`config.mk`:
```
export PLATFORM = sky130hd
export DESIGN_NAME = median_window_filter
export DESIGN_NICKNAME = d
export VERILOG_FILES = /design/src/rtl/median_window_filter.sv
export SDC_FILE = /design/constraint.sdc
export NUM_CORES = 1
export LEC_CHECK = 0
export ABC_AREA = 1
export ABC_CLOCK_PERIOD_IN_PS = 2790
export BUFFER_PORTS_ARGS = -buffer_cell sky130_fd_sc_hd__buf_4
export CAP_MARGIN = 20
export CELL_PAD_IN_SITES_DETAIL_PLACEMENT = 0
export CELL_PAD_IN_SITES_GLOBAL_PLACEMENT = 1
export CORE_ASPECT_RATIO = 2
export CORE_MARGIN = 3
export CORE_UTILIZATION = 30
export DETAILED_ROUTE_END_ITERATION = 8
export PLACE_DENSITY_LB_ADDON = 0.05
export SETUP_SLACK_MARGIN = 0.05
export SYNTH_ARGS = -nofsm -noshare
export SYNTH_HDL_FRONTEND = slang
export SYNTH_SLANG_ARGS = --single-unit
```
`constraint.sdc`:
```
create_clock -name clk -period 2.79 [get_ports clk]
set_clock_uncertainty 0.1 [all_clocks]
set_input_delay 0.6975 -clock clk [delete_from_list [all_inputs] [get_ports clk]]
set_output_delay 0.6975 -clock clk [all_outputs]
set_load 0.01 [all_outputs]
```
`src/rtl/median_window_filter.sv`:
```
// 3x3 greyscale median filter over an IMG_WIDTH x IMG_HEIGHT frame, fetched sample by sample from external memory.
// Optional changed-pixel counter enabled by defining MEDIAN_CHANGE_COUNT_EN.
module median_window_filter #(
  parameter int IMG_WIDTH   = 128,
  parameter int IMG_HEIGHT  = 128,
  parameter int ADDR_W      = 8,
  parameter int PIX_W       = 8,
  parameter int READ_LAT    = 1,
  parameter int BORDER_MODE = 0
) (
  input  logic              clk,
  input  logic              reset,
  input  logic              start,
  input  logic [PIX_W-1:0]  dataIn,
  output logic [ADDR_W-1:0] xAddressOut,
  output logic [ADDR_W-1:0] yAddressOut,
  output logic [ADDR_W-1:0] xMedianAddress,
  output logic [ADDR_W-1:0] yMedianAddress,
  output logic [PIX_W-1:0]  dataOut,
  output logic              writeEnable,
  output logic              filterReady,
  output logic              filterDone
`ifdef MEDIAN_CHANGE_COUNT_EN
  ,
  output logic [2*ADDR_W-1:0] changedCount
`endif
);

  localparam logic [ADDR_W-1:0] XMAX = ADDR_W'(IMG_WIDTH - 1);
  localparam logic [ADDR_W-1:0] YMAX = ADDR_W'(IMG_HEIGHT - 1);
  localparam int DW = (READ_LAT > 1) ? $clog2(READ_LAT) : 1;

  typedef enum logic [2:0] {
    S_IDLE,
    S_FETCH,
    S_DRAIN,
    S_WRITE,
    S_DONE
  } state_t;

  state_t              r_state;
  logic [ADDR_W-1:0]   r_px, r_py;
  logic [ADDR_W-1:0]   r_xa, r_ya, r_xm, r_ym;
  logic [PIX_W-1:0]    r_dout;
  logic                r_we, r_ready, r_done;
  logic [3:0]          r_k;
  logic [3:0]          r_cap_idx;
  logic [DW-1:0]       r_dcnt;
  logic                r_aval;
  logic [READ_LAT-1:0] r_vpipe;
  logic [PIX_W-1:0]    r_s [9];
  logic [PIX_W-1:0]    r_centre;
`ifdef MEDIAN_CHANGE_COUNT_EN
  logic [2*ADDR_W-1:0] r_changed;
`endif

  logic                w_capture;
  logic [8:0]          w_le;
  logic [PIX_W-1:0]    w_s_next [9];
  logic                w_last, w_edge;
  logic [ADDR_W-1:0]   w_nx, w_ny;

  function automatic logic [ADDR_W-1:0] step(input logic [ADDR_W-1:0] c,
                                             input logic [1:0] d,
                                             input logic [ADDR_W-1:0] cmax);
    case (d)
      2'd0:    step = (c == '0) ? c : c - 1'b1;
      2'd2:    step = (c == cmax) ? c : c + 1'b1;
      default: step = c;
    endcase
  endfunction

  // Returns {y, x} of window sample k around (px, py) with edge clamping.
  function automatic logic [2*ADDR_W-1:0] win_addr(input logic [ADDR_W-1:0] px,
                                                   input logic [ADDR_W-1:0] py,
                                                   input logic [3:0] k);
    logic [1:0] dx, dy;
    case (k)
      4'd0:    begin dy = 2'd0; dx = 2'd0; end
      4'd1:    begin dy = 2'd0; dx = 2'd1; end
      4'd2:    begin dy = 2'd0; dx = 2'd2; end
      4'd3:    begin dy = 2'd1; dx = 2'd0; end
      4'd4:    begin dy = 2'd1; dx = 2'd1; end
      4'd5:    begin dy = 2'd1; dx = 2'd2; end
      4'd6:    begin dy = 2'd2; dx = 2'd0; end
      4'd7:    begin dy = 2'd2; dx = 2'd1; end
      default: begin dy = 2'd2; dx = 2'd2; end
    endcase
    win_addr = {step(py, dy, YMAX), step(px, dx, XMAX)};
  endfunction

  assign w_capture = r_vpipe[READ_LAT-1];
  assign w_last    = (r_px == XMAX) && (r_py == YMAX);
  assign w_edge    = (r_px == '0) || (r_px == XMAX) || (r_py == '0) || (r_py == YMAX);
  assign w_nx      = (r_px == XMAX) ? '0 : r_px + 1'b1;
  assign w_ny      = (r_px == XMAX) ? r_py + 1'b1 : r_py;

  // Insertion over the occupied prefix: w_le marks the sorted run of entries <= dataIn,
  // so dataIn lands just after equal values and larger entries move up one slot.
  always_comb begin
    for (int unsigned i = 0; i < 9; i++)
      w_le[i] = (4'(i) < r_cap_idx) && (r_s[i] <= dataIn);
    w_s_next[0] = w_le[0] ? r_s[0] : dataIn;
    for (int unsigned i = 1; i < 9; i++) begin
      if (w_le[i])        w_s_next[i] = r_s[i];
      else if (w_le[i-1]) w_s_next[i] = dataIn;
      else                w_s_next[i] = r_s[i-1];
    end
  end

  always_ff @(posedge clk or negedge reset) begin
    if (!reset) begin
      r_state   <= S_IDLE;
      r_px      <= '0;
      r_py      <= '0;
      r_xa      <= '0;
      r_ya      <= '0;
      r_xm      <= '0;
      r_ym      <= '0;
      r_dout    <= '0;
      r_we      <= 1'b0;
      r_ready   <= 1'b1;
      r_done    <= 1'b0;
      r_k       <= '0;
      r_cap_idx <= '0;
      r_dcnt    <= '0;
      r_aval    <= 1'b0;
      r_vpipe   <= '0;
      r_centre  <= '0;
      for (int unsigned i = 0; i < 9; i++) r_s[i] <= '0;
`ifdef MEDIAN_CHANGE_COUNT_EN
      r_changed <= '0;
`endif
    end else begin
      r_vpipe[0] <= r_aval;
      for (int unsigned i = 1; i < READ_LAT; i++) r_vpipe[i] <= r_vpipe[i-1];

      if (w_capture) begin
        r_cap_idx <= r_cap_idx + 1'b1;
        for (int unsigned i = 0; i < 9; i++) r_s[i] <= w_s_next[i];
        if (r_cap_idx == 4'd4) r_centre <= dataIn;
      end

      r_we   <= 1'b0;
      r_done <= 1'b0;

      case (r_state)
        S_IDLE: begin
          if (start) begin
            r_state      <= S_FETCH;
            r_ready      <= 1'b0;
            r_px         <= '0;
            r_py         <= '0;
            {r_ya, r_xa} <= win_addr('0, '0, 4'd0);
            r_aval       <= 1'b1;
            r_k          <= 4'd1;
            r_cap_idx    <= '0;
            for (int unsigned i = 0; i < 9; i++) r_s[i] <= '0;
`ifdef MEDIAN_CHANGE_COUNT_EN
            r_changed    <= '0;
`endif
          end
        end
        S_FETCH: begin
          if (r_k == 4'd9) begin
            r_state <= S_DRAIN;
            r_aval  <= 1'b0;
            r_dcnt  <= '0;
          end else begin
            {r_ya, r_xa} <= win_addr(r_px, r_py, r_k);
            r_k          <= r_k + 1'b1;
          end
        end
        S_DRAIN: begin
          if (r_dcnt == DW'(READ_LAT - 1)) begin
            // The ninth sample is inserted on this same edge, so the median comes from w_s_next.
            r_state <= S_WRITE;
            r_we    <= 1'b1;
            r_xm    <= r_px;
            r_ym    <= r_py;
            r_dout  <= ((BORDER_MODE == 1) && w_edge) ? r_centre : w_s_next[4];
          end else begin
            r_dcnt <= r_dcnt + 1'b1;
          end
        end
        S_WRITE: begin
`ifdef MEDIAN_CHANGE_COUNT_EN
          if ((r_dout != r_centre) && (r_changed != '1)) r_changed <= r_changed + 1'b1;
`endif
          if (w_last) begin
            r_state <= S_DONE;
            r_done  <= 1'b1;
          end else begin
            r_state      <= S_FETCH;
            r_px         <= w_nx;
            r_py         <= w_ny;
            {r_ya, r_xa} <= win_addr(w_nx, w_ny, 4'd0);
            r_aval       <= 1'b1;
            r_k          <= 4'd1;
            r_cap_idx    <= '0;
            for (int unsigned i = 0; i < 9; i++) r_s[i] <= '0;
          end
        end
        S_DONE: begin
          r_state <= S_IDLE;
          r_ready <= 1'b1;
        end
        default: r_state <= S_IDLE;
      endcase
    end
  end

  assign xAddressOut    = r_xa;
  assign yAddressOut    = r_ya;
  assign xMedianAddress = r_xm;
  assign yMedianAddress = r_ym;
  assign dataOut        = r_dout;
  assign writeEnable    = r_we;
  assign filterReady    = r_ready;
  assign filterDone     = r_done;
`ifdef MEDIAN_CHANGE_COUNT_EN
  assign changedCount   = r_changed;
`endif

endmodule
```
* After elaboration in Yosys (flattened, before gate mapping)
Memories as Yosys holds them, arrays and structs flattened.
Index checks and enable logic that the tools add are counted.
W data, S select, Z words.
** Word-level totals
- Bits of input ports :: 11
- Flip-flop bits (word level) :: 145
- Memory bits (read-only) :: 32
- Logic and storage cells :: 178
- Memories :: 1
** Cells by class
- Add/sub/neg operators :: 11
- Magnitude comparators :: 18
- Reduce and logical (&&, ||, !) cells :: 29
- Eq/ne operators :: 17
- Muxes and demuxes :: 76
- Bitwise logic cells :: 1
** Memories
- (name not given) :: words 8, bits a word 4, rd ports 1, clocked after Yosys merged registers in 0, write ports 0, RTL line 78 : case (k)
** Operators with widths (count)
- $mux W8 :: 34
- $mux W72 :: 3
- $pmux W72 S2 :: 1
- $pmux W8 S2 :: 6
- $le A8 B8 Y1 :: 9
- $pmux W8 S3 :: 2
- $mux W4 :: 9
- $add A8 B1 Y8 const B :: 4
- $eq A8 B7 Y1 const B :: 4
- $logic_not A8 Y1 :: 4
- $sub A8 B1 Y8 const B :: 4
- $lt A3 B4 Y1 const A :: 4
- $mux W3 :: 4
- $pmux W3 S4 :: 1
- $pmux W4 S3 :: 1
- $logic_and A1 B1 Y1 :: 10
- $ne A2 B2 Y1 const B :: 5
- $mux W1 :: 9
- $add A4 B1 Y4 const B :: 2
- $lt A1 B4 Y1 const A :: 2
- $lt A2 B4 Y1 const A :: 2
- $pmux W4 S2 :: 1
- $reduce_and A4 Y1 :: 2
- $eq A2 B2 Y1 const B :: 3
- 16 further kinds :: 26

* Longest topological paths before layout
Gate-level depths: netlist of run 1.
- Word-level depth :: 8
- Gate-level depth with buffers :: 16

* Worst setup path after synthesis of run 1
Ideal clock, no wire load.
- Path type :: in2reg
- Start point :: input dataIn[7]
- End point :: register r_s[60] (netlist bit)
- Buffers on the path :: 1
- Data required time :: 2.571 ns
- Stages on the path :: 11
- Arrival :: 2.271 ns
- Path slack :: 0.301 ns
- Cells stage by stage :: inv_1 ha_1 nand2_1 nor2_1 a21boi_0 o21ai_1 a21oi_1 buf_2 nand2_1 nor2_1 nor2_1
** On the way
- Word-level cells in the longest chain between the ends :: 7
- Elaborated cells on any way between the ends :: 10
- Those cells by class :: order compare: 2; mux: 6; reduce/logical: 2
** RTL lines
- from (decl) :: RTL line 14 : input logic [PIX_W-1:0] dataIn,
- $le A8 B8 Y1 :: RTL line 102 : w_le[i] = (4'(i) < r_cap_idx) && (r_s[i] <= dataIn);
- $logic_and A1 B1 Y1 :: RTL line 102
- $mux W8 :: RTL line 106 : else if (w_le[i-1]) w_s_next[i] = dataIn;
- $mux W8 (*) :: RTL line 105 : if (w_le[i]) w_s_next[i] = r_s[i];
- $mux W72 (*) :: RTL line 138 : if (w_capture) begin
- $mux W72 (on tied branches) :: RTL line 190, 149
- $pmux W72 S2 (*) :: RTL line 147 : case (r_state)
- to (decl) :: RTL line 51 : logic [PIX_W-1:0] r_s [9];
Mark *: on every way between the ends. The rest lies on a longest branch, timed or not.
A chain may end at the register's enable or synchronous reset.

* Worst setup path in the final report of run 1
- Start point :: register r_px[0]
- End point :: register r_xa[4] (netlist: xAddressOut[4])
** On the way
- Word-level cells in the longest chain between the ends :: 7
- Elaborated cells on any way between the ends :: 21
- Those cells by class :: add/sub: 4; eq/ne: 3; mux: 10; reduce/logical: 4
** RTL lines
- from (decl) :: RTL line 42 : logic [ADDR_W-1:0] r_px, r_py;
- from (signal assigned) :: RTL line 195 : r_px <= w_nx;
- $add A8 B1 Y8 or $eq A8 B7 Y1 (tied branches) :: RTL line 68, 95, 93
- $mux W8 :: RTL line 95 : assign w_nx = (r_px == XMAX) ? '0 : r_px + 1'b1;
- $add A8 B1 Y8, or another cell as far along :: RTL line 68 : 2'd2: step = (c == cmax) ? c : c + 1'b1;
- $mux W8 (on tied branches) :: RTL line 68, 67
- $pmux W8 S2 :: RTL line 66 : case (d)
- $mux W8 :: RTL line 190 : if (w_last) begin
- $pmux W8 S3 :: RTL line 147
- to (signal assigned) :: RTL line 154 : {r_ya, r_xa} <= win_addr('0, '0, 4'd0);
- to (signal assigned) :: RTL line 170 : {r_ya, r_xa} <= win_addr(r_px, r_py, r_k);
- to (signal assigned) :: RTL line 197 : {r_ya, r_xa} <= win_addr(w_nx, w_ny, 4'd0);
- to (decl) :: RTL line 43 : logic [ADDR_W-1:0] r_xa, r_ya, r_xm, r_ym;
Several ways; a longest one is shown, not always the timed one. The select of a mux whose other input is x is not followed.

==> results.md, run 1 <==
• **Syn Nets** 1160
• **count of warnings emitted by yosys** 0
• **Final TNS setup** 0 ns
• **cell-by-cell listing of the critical path** ha_1 -> nand2_2 -> nor2_2 -> nand3_4 -> buf_12 -> nand3_2 -> nand2_2 -> nor2_4 -> nand2_1 -> nand2_2 -> o21ai_0 -> buf_4 -> nand2_1 -> nand2_1
• **worst min path class** input port to asynchronous set/reset pin
• **synth unique cells** 47
• **source-to-sink clock delay at the later pin of the worst-skew pair** 0.38 ns
• **Crit Path Max Fanout** 10
• **ANT nets after route** 0
• **most frequent cells after synthesis** 332 x sky130_fd_sc_hd__nand2_1, 111 x sky130_fd_sc_hd__dfrtp_1, 99 x sky130_fd_sc_hd__nor2_1, 94 x sky130_fd_sc_hd__inv_1
• **proportion of synthesized chip area in sequential cells** 35.6%
• **routed via count** 7525
• **hold-fix buffer count after cts** 0
• **CP arrival** 2.69 ns
• **slew of the pin with the lowest slew margin** 0.649 ns
• **number of antenna violations at the first check in global routing** 0
• **First-pass DRT Iterations** 5
• **fin area** 9600 sq um
• **slowest cell on the critical path** sky130_fd_sc_hd__dfrtp_1
• **category of the worst setup path launch point** flip-flop
• **Congestion Overflow GR** 0
• **relative slew slack** 56.6%
• **run status** finished, final reports clean
• **Vert. Die Dim** 235 um
• **cell area power density** 703 nW/um^2
• **number of cells produced by synthesis** 1094
• **register-to-register setup slack** 0.27 ns
• **top flip-flop cell by instance count after synthesis** sky130_fd_sc_hd__dfrtp_1
• **worst reg2reg startpoint** r_px[0]$_DFFE_PN0P_
• **global router's overall resource usage** 21.5%
• **pin count of the biggest net entering global routing** 41
• **synthesized area** 7890 sq um
• **Setup Buffers After CTS** 0
• **area share of the largest cell type after synthesis** 35.2%
• **Total Die Area** 28400 sq um
• **Worst R2R End** xAddressOut[4]$_DFFE_PN0P_
• **die outline width** 121 um
• **timing-limited maximum frequency** 397 MHz
• **cell depth of the worst flop-to-flop path** 14
• **total of endpoints with negative setup slack in the final report** 0
• **diode insertion count for antenna repair** 0
• **routability cong.** 0.869
• **time the final worst path needs with I/O delays and setup** 2.52 ns
• **Final nets** 1281
• **filler cell count in the final layout** 2840
• **number of hold-slack violations in the final timing report** 0
• **standard-cell row count** 83
• **number of DRC violations after detailed-routing iteration 0** 346
• **Placed Area** 9270 sq um
• **most repeated cell in the gate-level netlist after synthesis** sky130_fd_sc_hd__nand2_1
• **clock tree root driver cell** sky130_fd_sc_hd__clkbuf_16
• **starting utilization of the core area** 30.6%
• **TritonCTS sink count** 112
• **biggest cell delay along the critical path** 0.39 ns
• **number of vias per cell after detailed routing** 4.82
• **cell leakage power** 5.01 nW
• **MaxCap Viol Count** 0
• **area of the core** 25800 sq um
• **critical path capture point type** flip-flop
• **remaining routing DRC violations** 0
• **IO Pins** 54
• **TritonCTS clock tree** done
• **RSZ-0062 raised after global routing** no
• **Resized Gates After CTS** 0
• **Port Buf Inserts** 53
• **vias in the first global route** 7622
• **global-route wire length before repair** 45.0 mm
• **share of async-settable or async-resettable flops after synthesis** 100%
• **proportion of layout cells with a drive suffix above 1** 19.1%
• **path type of the worst setup path** flip-flop to flip-flop
• **register clock-pin slew on the reported worst setup and hold paths** 0.08 ns
• **area leader, netlist** sky130_fd_sc_hd__dfrtp_1
• **cell types occupying the most area after synthesis** sky130_fd_sc_hd__dfrtp_1 35%, sky130_fd_sc_hd__nand2_1 16%, sky130_fd_sc_hd__ha_1 8.7%
• **H-tree level count** 3
• **post-route fraction of the period consumed by the critical path** 90.3%
• **routed wirelength normalized by instance count** 19.3 um
• **sum of routed wire length over all layers** 30.2 mm
• **HPWL after detailed placement** 24.5 mm
• **Post-synth EDFFs** 0
• **number of CTS-inserted buffers** 9
• **final-report max-slew violation count** 0
• **Area Growth Syn to Fin** 21.7%
• **number of buffers on the longest clock path** 2
• **average size of a mapped cell** 7.21 sq um
• **Peak VDD IR** 0.000326 V
• **flip-flop and latch count after synthesis** 112
• **Worst EP required** 2.96 ns
==> final cells by class <==
type | count | area [sq um] | share of cell area, %
Clock inverter | 6 | 73.8 | 0.769
Inverter | 114 | 430 | 4.49
Multi-Input combinational cell | 834 | 4450 | 46.4
Sequential cell | 112 | 2810 | 29.2
Clock buffer | 10 | 239 | 2.49
Timing Repair Buffer | 144 | 1170 | 12.2
Tap cell | 340 | 425 | 4.43
==> where the power goes <==
group / switching, W / internal [W] / leakage [nW]
logic: 0.00166 / 0.00127 / 3.55
clock network: 0.000713 / 0.000739 / 0.154
registers: 0.000371 / 0.00199 / 1.31
total: 0.00274 / 0.00400 / 5.01
==> placed cells by master (no fill, tap or decap), drive strengths merged <==
| master | netlist | final |
|---|---|---|
| clkbuf | 15 | 10 |
| o21bai | 1 | 1 |
| nand2 | 347 | 347 |
| inv | 114 | 118 |
| o211a | 7 | 7 |
| nand3b | 3 | 3 |
| nand3 | 68 | 68 |
| dfstp | 1 | 1 |
| buf | 19 | 144 |
| o2111ai | 1 | 1 |
| o22ai | 14 | 14 |
| nor2 | 114 | 114 |
| xor2 | 14 | 14 |
| dfrtp | 111 | 111 |
| a21boi | 2 | 2 |
| clkinv | 0 | 1 |
| or2 | 1 | 1 |
| o31ai | 2 | 2 |
| nor4 | 1 | 1 |
| a211oi | 1 | 1 |
| nor3 | 6 | 6 |
| o211ai | 6 | 6 |
| a21oi | 50 | 50 |
| xnor2 | 3 | 3 |
| nor3b | 1 | 1 |
| nand4 | 13 | 13 |
| bufinv | 0 | 1 |
| a2bb2oi | 1 | 1 |
| a22o | 1 | 1 |
| ha | 55 | 55 |
| o21a | 3 | 3 |
| o21ai | 119 | 119 |
==> how the worst max path moves through the flow <==
stage,startpoint,endpoint,cells past startpoint,slack [ns]
finish,r_px[0]$_DFFE_PN0P_,xAddressOut[4]$_DFFE_PN0P_,14,0.27
CTS,r_px[0]$_DFFE_PN0P_,xAddressOut[4]$_DFFE_PN0P_,14,0.1
detailed placement,dataIn[1],r_s[44]$_DFF_PN0_,16,0.003
global route,r_px[0]$_DFFE_PN0P_,xAddressOut[4]$_DFFE_PN0P_,14,0.1
global placement,dataIn[7],r_s[51]$_DFF_PN0_,12,0.04
floorplan,dataIn[7],r_s[60]$_DFF_PN0_,11,0.30
==> cell families (layout without fill, tap and decap cells) <==
logic type / Yosys count / in the layout / share of synthesized area, %
simple gates: 554 / 554 / 30.7
buf+inv: 148 / 274 / 8.06
compound gates: 208 / 208 / 15.1
xor+xnor: 17 / 17 / 1.89
flops: 112 / 112 / 35.6
fa+ha+maj: 55 / 55 / 8.73
==> stage by stage <==
stage	utilization [%]	setup slack, ns	std cells	total power, W	hold slack (ns)
2_1_floorplan	-	0.301	1094	0.00405	0.254
3_3_place_gp	36.0	0.0361	1544	0.00536	0.265
3_5_place_dp	36.0	0.00291	1544	0.00539	0.267
4_1_cts	37.2	0.0985	1560	0.00688	0.123
5_1_grt	37.3	0.0970	1560	0.00732	0.131
6_report	37.3	0.270	1560	0.00675	0.132
==> per-layer routing <==
metal / wire, um / vias up / global-route usage (%)
met1: 9390 / 3565 / 18.1
met2: 18800 / 91 / 46.2
li1: - / 3816 / -
met3: 438 / 53 / 2.69
met4: 1550 / 0 / 10.6
met5: 0 / - / 0
==> state kept, by name, summed over array words and instances (netlist names), 4 cells and up <==
| name | count |
|---|---|
| r_k | 4 |
| r_cap_idx | 4 |
| r_py | 8 |
| dataOut | 8 |
| xAddressOut | 8 |
| yMedianAddress | 8 |
| yAddressOut | 8 |
| r_px | 8 |
| xMedianAddress | 8 |
| r_s | 40 |
==> worst max-delay path, delay by kind of cell, from the launching register on <==
kind                       cells  cell delay, ns
buffers and inverters          2            0.39
DFF                            1            0.39
adders and majority gates      1            0.19
and+or+nand+nor               10            1.17
AOI/OAI and AO/OA              1            0.16
Note: power is estimated with default switching activity, not from simulation.
==> run 2, diff against run 1 <==
ABC_CLOCK_PERIOD_IN_PS = 2900   (was 2790)
CAP_MARGIN = 15   (was 20)
CORE_ASPECT_RATIO = 1.75   (was 2)
clock period = 2.9 ns   (was 2.79 ns; I/O delays follow)
==> run 2 against run 1 <==
Compared with the run above: design area decreased by 2.9%; die area decreased by 0.15%; register-to-register slack improved by 0.07 ns; critical path depth is the same; sequential power fell by 4%; setup slack gained 0.066 ns.
==> results.md, run 2 (same netlist as run 1, synthesis figures left out) <==
• **remaining routing DRC violations** 0, unchanged
• **number of buffers on the longest clock path** 2, unchanged
• **sum of routed wire length over all layers** 28.2 mm, -6.5%
• **CP arrival** 2.74 ns, +0.05 ns
• **fin area** 9320 sq um, -2.9%
• **critical path capture point type** flip-flop
• **MaxCap Viol Count** 0, unchanged
• **RSZ-0062 raised after global routing** no
• **HPWL after detailed placement** 22.7 mm, -7.6%
• **path type of the worst setup path** flip-flop to flip-flop
• **least setup slack across all paths after layout** 0.336 ns, +0.0663 ns
• **vias in the first global route** 7640, +0.24%
• **power dissipated by switching net loads** 0.00255 W, -7.1%
• **slowest cell on the critical path** sky130_fd_sc_hd__dfrtp_1
• **number of vias per cell after detailed routing** 4.85, +0.61%
• **number of DRC violations after detailed-routing iteration 0** 337, -2.6%
• **diode insertion count for antenna repair** 0, unchanged
• **Congestion Overflow GR** 0, unchanged
• **cell leakage power** 4.87 nW, -2.9%
• **proportion of layout cells with a drive suffix above 1** 17.2%, -1.9 points
• **Clk pwr share** 21.1%, -0.4 points
• **filler cell count in the final layout** 2824, -0.56%
• **run status** finished, final reports clean
• **most common cell after layout, fill and taps aside** sky130_fd_sc_hd__nand2_1
• **Crit Path Max Fanout** 10, unchanged
• **timing-limited maximum frequency** 390 MHz, -1.7%
• **standard-cell row count** 77, -7.2%
• **number of antenna violations at the first check in global routing** 0, unchanged
• **Final nets** 1256, -2.0%
• **post-route fraction of the period consumed by the critical path** 88.4%, -1.9 points
• **Largest register FFs** 40, unchanged
• **register clock-pin slew on the reported worst setup and hold paths** 0.09 ns, about the same
• **ANT nets after route** 0, unchanged
• **Internal Power** 0.00361 W, -9.9%
• **biggest cell delay along the critical path** 0.40 ns, about the same
• **Area Growth Syn to Fin** 18.2%
• **number of hold-slack violations in the final timing report** 0, unchanged
• **Peak VDD IR** 0.000341 V, +4.6%
• **Placed Area** 9020 sq um, -2.8%
• **time the final worst path needs with I/O delays and setup** 2.56 ns, +0.0437 ns
• **Vert. Die Dim** 220 um, -6.3%
• **clock tree root driver cell** sky130_fd_sc_hd__clkbuf_16
• **most flop-heavy register** r_s
• **category of the worst setup path launch point** flip-flop
• **source-to-sink clock delay at the later pin of the worst-skew pair** 0.38 ns, about the same
• **share of total power consumed by net switching** 41.4%, +0.75 points
• **total of endpoints with negative setup slack in the final report** 0, unchanged
• **relative slew slack** 61.0%, +4.4 points
• **starting utilization of the core area** 30.9%, +0.27 points
• **cell-by-cell listing of the critical path** ha_1 -> nand2_2 -> nor2_2 -> nand3_4 -> buf_12 -> nand3_2 -> nand2_2 -> nor2_4 -> nand2_1 -> nand2_2 -> o21ai_0 -> buf_4 -> nand2_1 -> nand2_1
• **hold-fix buffer count after cts** 0, unchanged
• **slew of the pin with the lowest slew margin** 0.584 ns, -0.0644 ns
• **Port Buf Inserts** 53, unchanged
• **global-route wire length before repair** 43.5 mm, -3.2%
• **post-placement setup slack** -0.0138 ns, -0.0167 ns
• **Total Die Area** 28300 sq um, -0.15%
• **number of CTS-inserted buffers** 9, unchanged
• **top metal layer carrying routed signals** met4
• **worst path buffer plus inverter count** 2, unchanged
• **M1 wire length** 9.58 mm, +2.0%
• **crit-path leading delay family** simple AND/OR/NAND/NOR gates
• **First-pass DRT Iterations** 4, -1
• **global router's overall resource usage** 20.6%, -0.95 points
• **cell area power density** 661 nW/um^2, -6.0%
• **final-report max-slew violation count** 0, unchanged
• **TritonCTS clock tree** done
• **Worst EP required** 3.08 ns, +0.12 ns
• **routed via count** 7333, -2.6%
• **routed wirelength normalized by instance count** 18.7 um, -3.4%
• **routability cong.** 0.871, +0.28%
• **area of the core** 25500 sq um, -0.87%
• **die outline width** 129 um, +6.6%
• **length of routed met2 wiring** 16.8 mm, -10%
• **worst min path class** input port to asynchronous set/reset pin
• **H-tree level count** 3, unchanged
• **combinational cell fraction of total power** 42.1%, -1.3 points
• **commonest non-fill, non-tap cells in the layout** 332 x sky130_fd_sc_hd__nand2_1, 115 x sky130_fd_sc_hd__buf_4, 111 x sky130_fd_sc_hd__dfrtp_1
• **register share of total power** 36.8%, +1.8 points
• **detailed-routed wire length on met3** 485 um, +11%
• **TritonCTS sink count** 112, unchanged
• **pin count of the biggest net entering global routing** 45, +9.8%
• **IO Pins** 54, unchanged
==> run 2: cell type report <==
class	instances	area [sq um]	share of cell area (%)
well taps	316	395	4.24
repair buffers	119	943	10.1
clock inverters	6	62.6	0.671
multi-input cells	834	4450	47.8
flip-flops and latches	112	2800	30.1
inverters	114	430	4.62
clock buffers	10	229	2.46
==> run 2: final timing paths <==
path / to / slack, ns / cells after the start / startpoint
setup reg to reg: xAddressOut[4]$_DFFE_PN0P_ / 0.34 / 14 / r_px[0]$_DFFE_PN0P_
setup / recovery: xAddressOut[4]$_DFFE_PN0P_ / 0.34 / 14 / r_px[0]$_DFFE_PN0P_
hold reg to reg: r_vpipe$_DFF_PN0_ / 0.29 / 0 / r_aval$_DFFE_PN0P_
hold / removal: r_s[46]$_DFF_PN0_ / 0.17 / 1 / reset
min in group clk: r_vpipe$_DFF_PN0_ / 0.29 / 0 / r_aval$_DFFE_PN0P_
max in group asynchronous: filterReady$_DFFE_PN1P_ / 1.73 / 2 / reset
==> run 2: through the flow <==
step | power, W | hold WS, ns | std cells | setup TNS [ns] | utilization, %
2_1_floorplan | 0.00390 | 0.254 | 1094 | 0 | -
3_3_place_gp | 0.00494 | 0.264 | 1495 | 0 | 35.3
3_5_place_dp | 0.00495 | 0.271 | 1495 | -0.0138 | 35.3
4_1_cts | 0.00629 | 0.156 | 1511 | 0 | 36.5
5_1_grt | 0.00677 | 0.169 | 1511 | 0 | 36.5
6_report | 0.00616 | 0.168 | 1511 | 0 | 36.5
==> run 2: what timing repair did <==
item                       CTS  global route
gates resized for setup      0             1
setup endpoints to repair    0             1
setup buffers                0             0
==> run 2: power by group through the flow <==
| stage | Sequential, W | Combinational [W] | Clock [W] |
|---|---|---|---|
| finish | 0.00226 | 0.00259 | 0.00130 |
| global route | 0.00230 | 0.00304 | 0.00142 |
| CTS | 0.00228 | 0.00265 | 0.00136 |
| detailed placement | 0.00230 | 0.00265 | 0 |
| global placement | 0.00231 | 0.00263 | 0 |
| floorplan | 0.00218 | 0.00172 | 0 |
==> run 2: metal layers <==
| metal | global-route usage [%] | up-vias |
|---|---|---|
| met5 | 0 | - |
| met1 | 18.8 | 3435 |
| met4 | 10.3 | 0 |
| met2 | 42.6 | 92 |
| met3 | 2.66 | 49 |
| li1 | - | 3757 |
==> run 3, diff against run 2 <==
CORE_UTILIZATION = 49   (was 30)
==> run 3 against run 2 <==
Compared with the run above: die area fell by 38%; core utilization up 22 points; critical path depth increased by 1; final cell count decreased by 9.1%; clock power about the same; sequential power hardly changed; total power barely moved; maximum frequency shrank 1.1%; global-route usage grew 7.2 points; register-to-register slack worse by 0.03 ns; critical path type unchanged; largest cell class unchanged; largest power group unchanged.
==> results.md, run 3 (same netlist as run 1, synthesis figures left out) <==
• **pin count of the biggest net entering global routing** 43, -4.4%
• **Worst EP required** 3.05 ns, -0.03 ns
• **RSZ-0062 raised after global routing** no
• **clock tree root driver cell** sky130_fd_sc_hd__clkbuf_16
• **register clock-pin slew on the reported worst setup and hold paths** 0.08 ns, about the same
• **TritonCTS sink count** 112, unchanged
• **worst path buffer plus inverter count** 1, -1
• **sum of routed wire length over all layers** 24.1 mm, -14%
• **Setup Buffers After CTS** 0, unchanged
• **routed wirelength normalized by instance count** 17.6 um, -5.9%
• **HPWL after detailed placement** 18.8 mm, -17%
• **source-to-sink clock delay at the later pin of the worst-skew pair** 0.35 ns, -0.03 ns
• **path type of the worst setup path** flip-flop to flip-flop
• **Total Die Area** 17700 sq um, -38%
• **Final TNS setup** 0 ns, unchanged
• **routed via count** 7563, +3.1%
• **IO Pins** 54, unchanged
• **die outline width** 102 um, -21%
• **post-route fraction of the period consumed by the critical path** 89.4%, +0.98 points
• **cell area power density** 675 nW/um^2, +2.1%
• **slew of the pin with the lowest slew margin** 0.563 ns, -0.0214 ns
• **number of buffers on the longest clock path** 2, unchanged
• **final-report max-slew violation count** 0, unchanged
• **routability cong.** 0.987, +13%
• **biggest cell delay along the critical path** 0.43 ns, +0.03 ns
• **worst min path class** input port to asynchronous set/reset pin
• **commonest non-fill, non-tap cells in the layout** 332 x sky130_fd_sc_hd__nand2_1, 111 x sky130_fd_sc_hd__dfrtp_1, 107 x sky130_fd_sc_hd__buf_4
• **worst reg2reg startpoint** r_px[1]$_DFFE_PN0P_
• **register share of total power** 36.4%, -0.4 points
• **most common cell after layout, fill and taps aside** sky130_fd_sc_hd__nand2_1
• **number of vias per cell after detailed routing** 5.50, +13%
• **ANT nets after route** 0, unchanged
• **number of hold-slack violations in the final timing report** 0, unchanged
• **Congestion Overflow GR** 0, unchanged
• **Largest register FFs** 40, unchanged
• **hold-fix buffer count after cts** 0, unchanged
• **remaining routing DRC violations** 0, unchanged
• **power dissipated by switching net loads** 0.00247 W, -3.3%
• **Clk pwr share** 21.4%, +0.3 points
• **most flop-heavy register** r_s
• **worst hold margin** 0.187 ns, +0.0191 ns
• **time the final worst path needs with I/O delays and setup** 2.59 ns, +0.0285 ns
• **number of DRC violations after detailed-routing iteration 0** 335, -0.59%
• **relative slew slack** 62.4%, +1.4 points
• **slowest cell on the critical path** sky130_fd_sc_hd__dfrtp_1
• **cell seen most often among critical-path stages** sky130_fd_sc_hd__nand2_1
• **TritonCTS clock tree** done
• **Area Growth Syn to Fin** 15.8%
• **area of the core** 15500 sq um, -39%
• **total of endpoints with negative setup slack in the final report** 0, unchanged
• **share of total power consumed by net switching** 40.0%, -1.4 points
• **Final nets** 1249, -0.56%
• **timing-limited maximum frequency** 386 MHz, -1.1%
• **starting utilization of the core area** 50.7%, +20 points
• **global-route wire length before repair** 38.2 mm, -12%
• **Vert. Die Dim** 174 um, -21%
• **Port Buf Inserts** 53, unchanged
• **proportion of layout cells with a drive suffix above 1** 16.8%, -0.49 points
• **cell-by-cell listing of the critical path** ha_1 -> nand2_2 -> inv_2 -> nand2_2 -> nor2_8 -> nand2_1 -> nand2_1 -> ha_1 -> nand4_1 -> nor2_2 -> nor2_4 -> nand3_1 -> nand2_1 -> nand2_1 -> nand2_1
• **Peak VDD IR** 0.000392 V, +15%
• **diode insertion count for antenna repair** 0, unchanged
• **global router's overall resource usage** 27.8%, +7.2 points
• **Internal Power** 0.00370 W, +2.4%
• **Worst R2R End** yAddressOut[7]$_DFFE_PN0P_
• **vias in the first global route** 7548, -1.2%
• **First-pass DRT Iterations** 7, +3
• **run status** finished, final reports clean
• **critical path capture point type** flip-flop
• **category of the worst setup path launch point** flip-flop
• **cell depth of the worst flop-to-flop path** 15, +1
• **CP arrival** 2.74 ns, about the same
• **number of antenna violations at the first check in global routing** 0, unchanged
• **Placed Area** 8800 sq um, -2.5%
• **MaxCap Viol Count** 0, unchanged
• **crit-path leading delay family** simple AND/OR/NAND/NOR gates
• **combinational cell fraction of total power** 42.2%, about the same
• **cell leakage power** 4.83 nW, -0.68%
• **standard-cell row count** 60, -22%
• **fin area** 9130 sq um, -2.0%
• **register-to-register setup slack** 0.31 ns, -0.03 ns
• **H-tree level count** 3, unchanged
• **number of CTS-inserted buffers** 9, unchanged
• **Crit Path Max Fanout** 18, +8
==> run 3: cell types whose count changed in the layout (fill, tap and decap cells not counted) <==
cell / before / now
sky130_fd_sc_hd__buf_16: 0 / 1
sky130_fd_sc_hd__inv_6: 3 / 1
sky130_fd_sc_hd__clkinv_4: 1 / 2
sky130_fd_sc_hd__buf_4: 115 / 107
sky130_fd_sc_hd__clkinv_8: 1 / 0
sky130_fd_sc_hd__bufinv_16: 0 / 1
sky130_fd_sc_hd__clkinv_2: 0 / 1
sky130_fd_sc_hd__clkinvlp_4: 0 / 1
sky130_fd_sc_hd__inv_8: 1 / 0
==> run 3: per-layer routing <==
layer	GRT usage [%]	share of wire (%)	up-vias
li1	-	-	3752
met1	27.4	35	3583
met2	53.6	57	141
met3	2.34	1.9	87
met4	16.8	6.9	0
met5	0	0	-
==> run 3: area by class of cell <==
type / instances / area, sq um
Inverter: 114 / 430
Sequential cell: 112 / 2800
Multi-Input combinational cell: 834 / 4450
Fill cell: 1572 / 6410
Clock inverter: 6 / 68.8
Timing Repair Buffer: 112 / 911
Tap cell: 186 / 233
Clock buffer: 10 / 229
==> run 3: through the flow <==
| stage | util (%) | power (W) | instances | worst slack, ns |
|---|---|---|---|---|
| 2_1_floorplan | - | 0.00390 | 1094 | 0.383 |
| 3_3_place_gp | 56.6 | 0.00483 | 1357 | 0.0956 |
| 3_5_place_dp | 56.6 | 0.00489 | 1357 | 0.0663 |
| 4_1_cts | 58.5 | 0.00620 | 1373 | 0.197 |
| 5_1_grt | 58.7 | 0.00670 | 1374 | 0.124 |
| 6_report | 58.7 | 0.00616 | 1374 | 0.307 |
==> run 3: worst max path at each step <==
stage,start,end,slack (ns),depth (start not counted)
2_1_floorplan,dataIn[7],r_s[60]$_DFF_PN0_,0.38,11
3_3_place_gp,dataIn[6],r_s[56]$_DFF_PN0_,0.1,13
3_5_place_dp,dataIn[6],r_s[49]$_DFF_PN0_,0.07,11
4_1_cts,r_px[1]$_DFFE_PN0P_,yAddressOut[6]$_DFFE_PN0P_,0.20,15
5_1_grt,r_px[1]$_DFFE_PN0P_,yAddressOut[6]$_DFFE_PN0P_,0.12,15
6_report,r_px[1]$_DFFE_PN0P_,yAddressOut[7]$_DFFE_PN0P_,0.31,15
==> run 3: power by group through the flow <==
| stage | logic, W | registers [W] | clock network [W] |
|---|---|---|---|
| 2_1_floorplan | 0.00172 | 0.00218 | 0 |
| 3_5_place_dp | 0.00262 | 0.00226 | 0 |
| 4_1_cts | 0.00263 | 0.00224 | 0.00134 |
| 6_report | 0.00260 | 0.00224 | 0.00132 |
| 5_1_grt | 0.00302 | 0.00227 | 0.00140 |
| 3_3_place_gp | 0.00255 | 0.00227 | 0 |
==> run 3: timing repair <==
item,in CTS,in global routing
hold endpoints to repair,0,0
resized for setup,0,1
endpoints found under the setup margin,0,3
